==> config.mk <==
export PLATFORM = sky130hd
export DESIGN_NAME = coeff_loader_bpf16
export DESIGN_NICKNAME = d
export VERILOG_FILES = /design/src/rtl/bpf16_pkg.sv /design/src/rtl/coef_bank_bpf16.sv /design/src/rtl/coeff_loader_bpf16.sv
export SDC_FILE = /design/constraint.sdc
export NUM_CORES = 1
export LEC_CHECK = 0
export BUFFER_PORTS_ARGS = -buffer_cell sky130_fd_sc_hd__buf_2
export CORE_MARGIN = 1
export CORE_UTILIZATION = 30
export DETAILED_ROUTE_END_ITERATION = 10
export PLACE_DENSITY_LB_ADDON = 0.2
export SLEW_MARGIN = 20
export SYNTH_ARGS = -nofsm -noshare
export SYNTH_HDL_FRONTEND = slang
export SYNTH_SLANG_ARGS = --single-unit
==> constraint.sdc <==
create_clock -name clk -period 3.35 [get_ports clk]
set_input_delay 0.67 -clock clk [delete_from_list [all_inputs] [get_ports clk]]
set_output_delay 0.67 -clock clk [all_outputs]
set_load 0.01 [all_outputs]
==> src/rtl/bpf16_pkg.sv <==
// bpf16_pkg: shared parameters and types for the BPF16 coefficient loader
package bpf16_pkg;
  localparam int N_TAPS_DEF = 16;
  localparam int COEF_W_DEF = 12;
  typedef logic signed [COEF_W_DEF-1:0] coef_t;
  typedef enum logic [1:0] {IDLE, LOAD, DRAIN, PEND} coeff_ld_state_t;
endpackage

==> src/rtl/coef_bank_bpf16.sv <==
// coef_bank_bpf16: shadow coefficient array with indexed writes and single-cycle commit to the active array
module coef_bank_bpf16 import bpf16_pkg::*; #(
  parameter int N_TAPS = N_TAPS_DEF,
  parameter int COEF_W = COEF_W_DEF,
  localparam int IW = $clog2(N_TAPS)
) (
  input  logic                     clk,
  input  logic                     rst,
  input  logic                     wr_en,
  input  logic [IW-1:0]            wr_addr,
  input  logic [COEF_W-1:0]        wr_data,
  input  logic                     commit,
  output logic [N_TAPS*COEF_W-1:0] coeff_flat
);
  logic [N_TAPS-1:0][COEF_W-1:0] shadow_q, shadow_d, active_q, active_d;
  always_comb begin
    shadow_d = shadow_q;
    if (wr_en) shadow_d[wr_addr] = wr_data;
    active_d = commit ? shadow_q : active_q;
  end
  always_ff @(posedge clk) begin
    if (rst) begin
      shadow_q <= '0;
      active_q <= '0;
    end else begin
      shadow_q <= shadow_d;
      active_q <= active_d;
    end
  end
  assign coeff_flat = active_q;
endmodule

==> src/rtl/coeff_loader_bpf16.sv <==
// coeff_loader_bpf16: AXI-Stream coefficient frame loader with length check and safe-point commit
module coeff_loader_bpf16 import bpf16_pkg::*; #(
  parameter int N_TAPS = N_TAPS_DEF,
  parameter int COEF_W = COEF_W_DEF
) (
  input  logic                     clk,
  input  logic                     rst,
  input  logic                     s_axis_tvalid,
  output logic                     s_axis_tready,
  input  logic signed [COEF_W-1:0] s_axis_tdata,
  input  logic                     s_axis_tlast,
  input  logic                     swap_allow,
  output logic [N_TAPS*COEF_W-1:0] coeff_flat,
  output logic                     coeff_valid,
  output logic                     coeff_update,
  output logic                     load_err
);
  localparam int IW = $clog2(N_TAPS);
  localparam logic [IW-1:0] LAST = IW'(N_TAPS - 1);
  coeff_ld_state_t state_q, state_d;
  logic [IW-1:0] idx_q, idx_d;
  logic tready_q, tready_d, valid_q, valid_d, upd_q, upd_d, err_q, err_d;
  logic xfer, wr_en, commit;
  assign xfer = s_axis_tvalid & tready_q;
  always_comb begin
    state_d = state_q;
    idx_d   = idx_q;
    valid_d = valid_q;
    upd_d   = 1'b0;
    err_d   = 1'b0;
    wr_en   = 1'b0;
    commit  = 1'b0;
    case (state_q)
      IDLE: if (xfer) begin
        err_d   = s_axis_tlast;
        wr_en   = !s_axis_tlast;
        idx_d   = s_axis_tlast ? '0 : IW'(1);
        state_d = s_axis_tlast ? IDLE : LOAD;
      end
      LOAD: if (xfer) begin
        wr_en   = 1'b1;
        idx_d   = (s_axis_tlast || idx_q == LAST) ? '0 : idx_q + 1'b1;
        err_d   = s_axis_tlast && idx_q != LAST;
        state_d = s_axis_tlast ? (idx_q == LAST ? PEND : IDLE) : (idx_q == LAST ? DRAIN : LOAD);
      end
      DRAIN: if (xfer && s_axis_tlast) begin
        err_d   = 1'b1;
        state_d = IDLE;
      end
      PEND: if (swap_allow) begin
        commit  = 1'b1;
        upd_d   = 1'b1;
        valid_d = 1'b1;
        state_d = IDLE;
      end
    endcase
    // tready is registered off the next state, so PEND blocks input from its first cycle
    tready_d = state_d != PEND;
  end
  always_ff @(posedge clk) begin
    if (rst) begin
      state_q  <= IDLE;
      idx_q    <= '0;
      tready_q <= 1'b0;
      valid_q  <= 1'b0;
      upd_q    <= 1'b0;
      err_q    <= 1'b0;
    end else begin
      state_q  <= state_d;
      idx_q    <= idx_d;
      tready_q <= tready_d;
      valid_q  <= valid_d;
      upd_q    <= upd_d;
      err_q    <= err_d;
    end
  end
  coef_bank_bpf16 #(.N_TAPS(N_TAPS), .COEF_W(COEF_W)) u_bank (
    .clk(clk),
    .rst(rst),
    .wr_en(wr_en),
    .wr_addr(idx_q),
    .wr_data(s_axis_tdata),
    .commit(commit),
    .coeff_flat(coeff_flat)
  );
  assign s_axis_tready = tready_q;
  assign coeff_valid   = valid_q;
  assign coeff_update  = upd_q;
  assign load_err      = err_q;
endmodule

## Word-level counts from Yosys, hierarchy flattened

Index checks and enable logic that the tools add are counted.

- Muxes and demuxes: 26
- Reductions and logical operators: 9
- $lt $le $gt $ge: 2
- Equality and inequality tests: 8
- Bitwise operators: 1
- $add $sub $neg: 1

Operators by type and width:

| operator | count |
|---|---|
| $bwmux 192 | 1 |
| $demux 12 s4 | 1 |
| $mux 2 | 7 |
| $mux 12 | 1 |
| $mux 4 | 3 |
| $mux 1 | 9 |
| $pmux 2 s4 | 1 |
| $pmux 4 s2 | 1 |
| $ne 2x2->1 const B | 3 |
| $lt 4x5->1 const B | 1 |
| $add 4x1->4 const B | 1 |
| $eq 2x2->1 const B | 2 |
| $eq 4x4->1 const B | 1 |
| $ge 4x1->1 const B | 1 |
| $ne 4x4->1 const B | 1 |
| $logic_and 1x1->1 | 3 |
| $pmux 1 s3 | 1 |
| $reduce_and 3->1 | 1 |
| $eq 2x1->1 const B | 1 |
| $logic_not 2->1 | 1 |
| $pmux 1 s2 | 1 |
| $reduce_and 2->1 | 1 |
| $reduce_bool 2->1 | 1 |
| $and 1x1->1 | 1 |
| 2 further kinds | 2 |

- Logic and storage cells: 85
- Output and inout port bits: 196
- Bits of input ports: 17
- Flip-flop bits (word level): 394

## Longest topological paths before layout

Gate-level depths: netlist of the first run.

- Depth in word-level cells: 6
- Mapped depth: 7
- Depth with buffers taken out: 6

## Cells and area by module

From an unflattened synthesis of the first run, not the netlist that was laid out.

- Cells, all modules: 1350
- Area total of the unflattened synthesis: 14765.4 um^2

By module, submodules not included:

| module | area an instance (um^2) | cells each | instances | sequential area each (um^2) |
|---|---|---|---|---|
| coef_bank_bpf16 | 14209.9 | 1294 | 1 | 7687.4 |
| coeff_loader_bpf16 | 555.5 | 56 | 1 | 200.2 |

## Worst setup path before layout of the first run

Ideal clock, no wire load.

- Path type: input-to-reg
- Start point: input s_axis_tvalid
- End point: register u_bank.shadow_q[182] (netlist name)
- Data required time: 3.218 ns
- Path buffers: 3
- Arrival: 1.597 ns
- Path slack: 1.621 ns
- Stages: 6
- Setup time: 0.132 ns
- Cell sequence: buf_4 nand3b_2 or3_1 buf_6 buf_12 mux2i_1

- Longest elaborated chain between the ends: 3
- Elaborated cells on any way between the ends: 4
- Classes of those cells: 3 x mux; 1 x bitwise

Ends and longest elaborated chain:

| element | RTL line | text |
|---|---|---|
| from (decl) | coeff_loader_bpf16.sv:8 | `input logic s_axis_tvalid,` |
| $and 1x1->1 * | coeff_loader_bpf16.sv:24 | `assign xfer = s_axis_tvalid & tready_q;` |
| $mux 1 (on tied branches) | coeff_loader_bpf16.sv:40, coeff_loader_bpf16.sv:34 |  |
| $pmux 1 s2 * | coeff_loader_bpf16.sv:33 | `case (state_q)` |
| to (signal assigned) | coef_bank_bpf16.sv:26 | `shadow_q <= shadow_d;` |
| to (decl) | coef_bank_bpf16.sv:15 | `logic [N_TAPS-1:0][COEF_W-1:0] shadow_q, shadow_d, active_q, active_d;` |

Mark *: on every way between the ends. The rest lies on a longest branch, timed or not.
A chain may end at the register's enable or synchronous reset.

## Worst setup path in the final report of the first run

- Start point: register state_q[0]
- End point: register u_bank.shadow_q[106] (netlist name)

- Longest elaborated chain between the ends: 2
- Elaborated cells on any way between the ends: 3
- Classes of those cells: 1 x eq/ne; 1 x mux; 1 x reduce/logical

Ends and longest elaborated chain:

| element | RTL line | text |
|---|---|---|
| from (decl) | coeff_loader_bpf16.sv:20 | `coeff_ld_state_t state_q, state_d;` |
| from (signal assigned) | coeff_loader_bpf16.sv:69 | `state_q <= state_d;` |
| $eq 2x1->1 / $logic_not 2->1 (equally long branches) | coeff_loader_bpf16.sv:33 |  |
| $pmux 1 s2 * | coeff_loader_bpf16.sv:33 |  |

Marked as above.

==> results of run 1 <==
-- cell type report --
cell class,instances,area (um^2)
repair buffers,253,1430
fillers,5111,31100
multi-input cells,1117,6360
flip-flops and latches,394,7890
clock inverters,16,249
well taps,664,831
clock buffers,61,1210
inverters,4,15.0
-- logic make-up after synthesis --
logic type               synth area share
AND/OR/NAND/NOR                     0.207
flip-flops                          0.526
AO/OA/AOI/OAI                       0.129
buffers and inverters              0.0514
multiplexers                       0.0808
adder cells (fa/ha/maj)           0.00501
-- flip-flops by register name, summed over array words and instances (netlist names) --
register and flops:
load_err 1, coeff_valid 1, coeff_update 1, u_bank.coeff_flat 192
idx_q 4, u_bank.shadow_q 192, s_axis_tready 1, state_q 2
-- layer usage --
metal  vias up  wire length, um
met5         -               32
met4         6              914
met3        71             2540
met2       286            20500
met1      5941            22300
li1       5974                -
-- per-stage QoR --
stage	utilization	area, um^2	hold WS, ns	power (mW)
floorplan	-	15000	0.432	5.05
global placement	0.337	16500	0.441	5.19
detailed placement	0.337	16500	0.443	5.20
CTS	0.367	18000	0.404	10.2
global route	0.367	18000	0.425	10.4
finish	0.367	18000	0.439	10.0
-- cells in the mapped netlist, types with 3 or more instances --
cell type and instances:
nor2_1 7, nand2b_1 135, dfxtp_1 394, o31ai_1 73, nand2_1 386, and3b_1 4, inv_1 4, buf_6 3
buf_1 14, nand4_1 81, nor2b_1 6, mux2i_1 121, ha_1 6, clkbuf_1 95, nand4b_1 4, nand3_1 4
buf_2 48, a21oi_1 266, buf_4 7
-- path summary, 6_finish.rpt --
path	from	to	slack (ns)
worst min register to register	u_bank.shadow_q[119]$_SDFFE_PP0P_	u_bank.coeff_flat[119]$_SDFFE_PP0P_	0.45
worst max register to register	state_q[0]$_SDFF_PP0_	u_bank.shadow_q[106]$_SDFFE_PP0P_	1.02
worst min-delay path	s_axis_tdata[11]	u_bank.shadow_q[23]$_SDFFE_PP0P_	0.44
worst max-delay path	state_q[0]$_SDFF_PP0_	u_bank.shadow_q[106]$_SDFFE_PP0P_	1.02
-- worst max-delay path, delay by kind of cell, from the launching register on --
kind / cells / cell delay [ns]
AOI/OAI and AO/OA: 1 / 0.16
buffers and inverters: 1 / 0.59
DFF: 1 / 0.60
and+or+nand+nor: 2 / 0.84
-- power groups by stage --
stage / combinational [mW] / clock, mW / sequential [mW]
floorplan: 0.241 / 0 / 4.81
global placement: 0.381 / 0 / 4.81
detailed placement: 0.382 / 0 / 4.81
CTS: 0.383 / 5.10 / 4.71
global route: 0.410 / 5.31 / 4.71
finish: 0.382 / 4.96 / 4.71
==> key figures, run 1 <==
Outcome
  – Status: finished, final reports clean

STA
  – RSZ-0062 raised after global routing: false
  – Setup violators final: 0
  – Worst-Margin Slew: 0.828 ns
  – Final hold vios: 0
  – Max Clk Rate: 429 MHz
  – TNS Setup: 0 ns
  – Slew Viols, Final: 0
  – Rel. slew slack: 0.448
  – Crit path time final: 2.33 ns
  – Max Clock Skew: 0.0177 ns
  – Fin crit share: 0.695
  – Setup ws final: 1.02 ns

Synthesis
  – Syn nets: 1,706
  – Cell Area, Synth: 15,000 um^2
  – Dominant cell type by area after synthesis: dfxtp_1
  – #FFs+latches synth: 394
  – Synth top area cells: dfxtp_1, nand2_1, a21oi_1
  – Top FF cell, synth: dfxtp_1
  – Seq/Total Area, Yosys: 0.526
  – YS warnings: 0
  – Avg Inst Size Synth: 8.90 um^2
  – Asr flop ratio synth: 0
  – Synth cell types: 39
  – Synth top area share: 0.526
  – Number of flops mapped to enable cells by yosys: 0
  – Syn Inst Count: 1,683

Power and ir drop
  – Reg power frac: 0.469
  – Pwr dens: 559 nW/um^2
  – Internal cell power: 7.77 mW
  – Net Sw Power: 2.27 mW
  – Clock power frac: 0.493
  – Logic pwr share: 0.038
  – VDD IR-drop max: 0.280 mV
  – P_leak: 7.27 nW
  – Sw Ratio: 0.226

Place
  – Port Buf Inserts: 212
  – DP Cell Count: 2,432
  – HPWL after detailed placement: 28,400 um
  – RePlAce Congestion: 0.763
  – Setup slack at placement: 1.03 ns

Floorplan
  – Total I/O pin count: 213
  – Die area: 50,800 um^2
  – FP Rows: 81
  – Core ar.: 49,100 um^2
  – Die W: 225 um
  – Starting Density: 0.305
  – Die Y: 225 um

CTS
  – CTS H-tree lvls: 2
  – Clock transition at the registers of the reported paths: 0.07 ns
  – CTS resizes: 0
  – TritonCTS buffer count: 44
  – Clk sinks: 394
  – Longest Clk Path Bufs: 3
  – CTS root buf: clkbuf_16
  – CTS hold repair buffers: 0
  – CTS tree: done
  – Post-CTS Setup Inserts: 0
  – Clk_lat worst skew: 0.57 ns

Global routing
  – Largest net degree at the start of global routing: 119
  – First-pass GRT wire length: 70,200 um
  – Met3 Use GR: 0.0413
  – GR peak layer: met2
  – Initial antenna violation count: 3
  – Gr usage total: 0.178
  – GR Util met1: 0.252
  – Met2 Use GR: 0.269
  – Grt total ovfl: 0
  – Vias in the first global route: 11,500

Routing
  – Starting DRT DRC Count: 958
  – # DRC: 0
  – Antenna-violating nets left: 0
  – Vias: 12,300
  – Vias per cell: 4.89
  – Post-DR wirelength/cell: 18.4 um
  – Drt pass-1 iters: 5
  – Final WL: 46,300 um

Final layout
  – Final #Nets: 1,837
  – Antenna cell count: 0
  – Syn-to-layout area delta: 20.0%
  – Commonest non-fill, non-tap cell in the layout: dfxtp_1
  – Layout cells sized above 1: 0.177
  – Most frequent cells in the layout: dfxtp_1, nand2_1, a21oi_1
  – Non-Filler Instances: 2,509

Run
  – Max-cap violations: 0

Worst hold path
  – Cell count of the worst hold path: 3
  – Min-Delay Path Class: in -> reg

Worst setup path
  – Cell Chain, Critical Path: nand2b_2, buf_4, nand4_1, a21oi_1
  – Crit path capture type: flop
  – R2R cell count: 4
  – Worst-path fanout max: 48
  – CP Data Arrival Time: 2.81 ns
  – CP required: 3.83 ns
  – CP Launch Type: flop
  – CP max stage delay: 0.68 ns
  – Worst Setup Path Type: reg -> reg
  – CP max stage cell: nand2b_2
(Power assumes the default switching activity.)
==> run 2, diff against run 1 <==
==> constraint.sdc (replaced) <==
create_clock -name clk -period 2.4 [get_ports clk]
set_input_delay 0.48 -clock clk [delete_from_list [all_inputs] [get_ports clk]]
set_output_delay 0.48 -clock clk [all_outputs]
set_load 0.01 [all_outputs]
==> run 2 against run 1 <==
Final area is 1.2% higher. Die area is the same. Clock power rose by 43%. Register-to-register slack worse by 0.47 ns. Cell count rose by 0.36%. Maximum frequency grew 26%. Worst setup slack got worse by 0.47 ns. Sequential share of layout area down 0.51 points. Sequential power increased by 39%. Sequential cell count unchanged. Critical path type unchanged. Critical endpoint is now u_bank.coeff_flat[71]$_SDFFE_PP0P_. Highest routed layer unchanged.
==> key figures, run 2 (synthesis results as in run 1) <==
Floorplan
  – Die Y: 225 um
  – Total I/O pin count: 213
  – FP Rows: 81
  – Core ar.: 49,100 um^2
  – Die W: 225 um
  – Die area: 50,800 um^2
  – Starting Density: 0.305

Routing
  – Vias per cell: 4.82
  – # DRC: 0
  – Antenna-violating nets left: 0
  – Post-DR wirelength/cell: 18.2 um
  – Vias: 12,100
  – Drt pass-1 iters: 5
  – Final WL: 45,900 um
  – Starting DRT DRC Count: 851

Global routing
  – Initial antenna violation count: 3
  – First-pass GRT wire length: 69,300 um
  – Vias in the first global route: 11,500
  – Grt total ovfl: 0
  – Gr usage total: 0.177
  – Largest net degree at the start of global routing: 104

Worst setup path
  – CP required: 2.90 ns
  – CP max stage cell: dfxtp_1
  – R2R cell count: 5
  – CP max stage delay: 0.49 ns
  – R2R Setup Slk: 0.55 ns
  – Worst-path fanout max: 103
  – Cell Chain, Critical Path: buf_4, and3_4, buf_12, nand2_1, a21oi_1
  – Crit path capture type: flop
  – CP Data Arrival Time: 2.35 ns
  – CP Launch Type: flop
  – Worst Setup Path Type: reg -> reg

Outcome
  – Status: finished, final reports clean

Final layout
  – # fillers: 5,110
  – Non-Filler Instances: 2,518
  – Syn-to-layout area delta: 21.4%
  – Final #Nets: 1,845
  – Fin area: 18,200 um^2
  – Layout cells sized above 1: 0.182
  – Most frequent cells in the layout: dfxtp_1, nand2_1, a21oi_1
  – Antenna cell count: 0
  – Commonest non-fill, non-tap cell in the layout: dfxtp_1
  – Fin util: 0.371

Power and ir drop
  – Pwr dens: 783 nW/um^2
  – VDD IR-drop max: 0.415 mV
  – P_leak: 7.37 nW
  – Total chip power: 14.3 mW

CTS
  – Post-CTS Setup Inserts: 0
  – CTS root buf: clkbuf_16
  – Longest Clk Path Bufs: 3
  – CTS H-tree lvls: 2
  – CTS tree: done
  – TritonCTS buffer count: 45
  – Clk sinks: 394
  – Clk_lat worst skew: 0.58 ns
  – Clock transition at the registers of the reported paths: 0.06 ns
  – CTS resizes: 0
  – CTS hold repair buffers: 0

Place
  – Port Buf Inserts: 212
  – Placed Instance Area: 16,700 um^2
  – RePlAce Congestion: 0.757
  – DP Cell Count: 2,439
  – HPWL after detailed placement: 27,900 um
  – Setup slack at placement: 0.512 ns

STA
  – Max Clk Rate: 540 MHz
  – Setup violators final: 0
  – TNS Setup: 0 ns
  – Max Clock Skew: 0.0188 ns
  – Slew Viols, Final: 0
  – Final hold vios: 0
  – Setup ws final: 0.547 ns
  – Final hold slack: 0.250 ns
  – RSZ-0062 raised after global routing: false
  – Crit path time final: 1.85 ns
  – Worst-Margin Slew: 0.572 ns
  – Rel. slew slack: 0.619
  – Fin crit share: 0.772

Worst hold path
  – Min-Delay Path Class: in -> reg
  – Cell count of the worst hold path: 3

Run
  – Max-cap violations: 0
[run 2: worst max-delay path, delay by kind of cell (launching register included)]
kind | cells | cell delay (ns)
buf+inv | 2 | 0.55
flops | 1 | 0.49
simple gates | 2 | 0.42
compound gates | 1 | 0.16
[run 2: path summary, 6_finish.rpt]
kind	from	to
setup / recovery	state_q[0]$_SDFF_PP0_	u_bank.coeff_flat[71]$_SDFFE_PP0P_
hold / removal	s_axis_tdata[11]	u_bank.shadow_q[71]$_SDFFE_PP0P_
setup reg to reg	state_q[0]$_SDFF_PP0_	u_bank.coeff_flat[71]$_SDFFE_PP0P_
hold reg to reg	u_bank.shadow_q[107]$_SDFFE_PP0P_	u_bank.coeff_flat[107]$_SDFFE_PP0P_
[run 2: cell type report]
class | count | area [um^2] | area share
Sequential cell | 394 | 7890 | 0.434
Inverter | 4 | 15.0 | 0.000825
Timing Repair Buffer | 260 | 1570 | 0.0862
Clock inverter | 10 | 179 | 0.00983
Multi-Input combinational cell | 1117 | 6360 | 0.349
Clock buffer | 69 | 1360 | 0.0746
Tap cell | 664 | 831 | 0.0457
[run 2: power breakdown]
group          total (mW)  switching (mW)  leakage (nW)  internal [mW]
Clock                7.11            2.79         0.751           4.32
Combinational       0.570           0.432          3.44          0.138
Sequential           6.57          0.0134          3.17           6.56
Total                14.3            3.24          7.37           11.0
[run 2: metal layers]
metal / track usage / part of all wire
met1: 0.247 / 0.48
met2: 0.272 / 0.45
met3: 0.0407 / 0.049
met4: 0.0498 / 0.021
met5: 0 / 0.00074
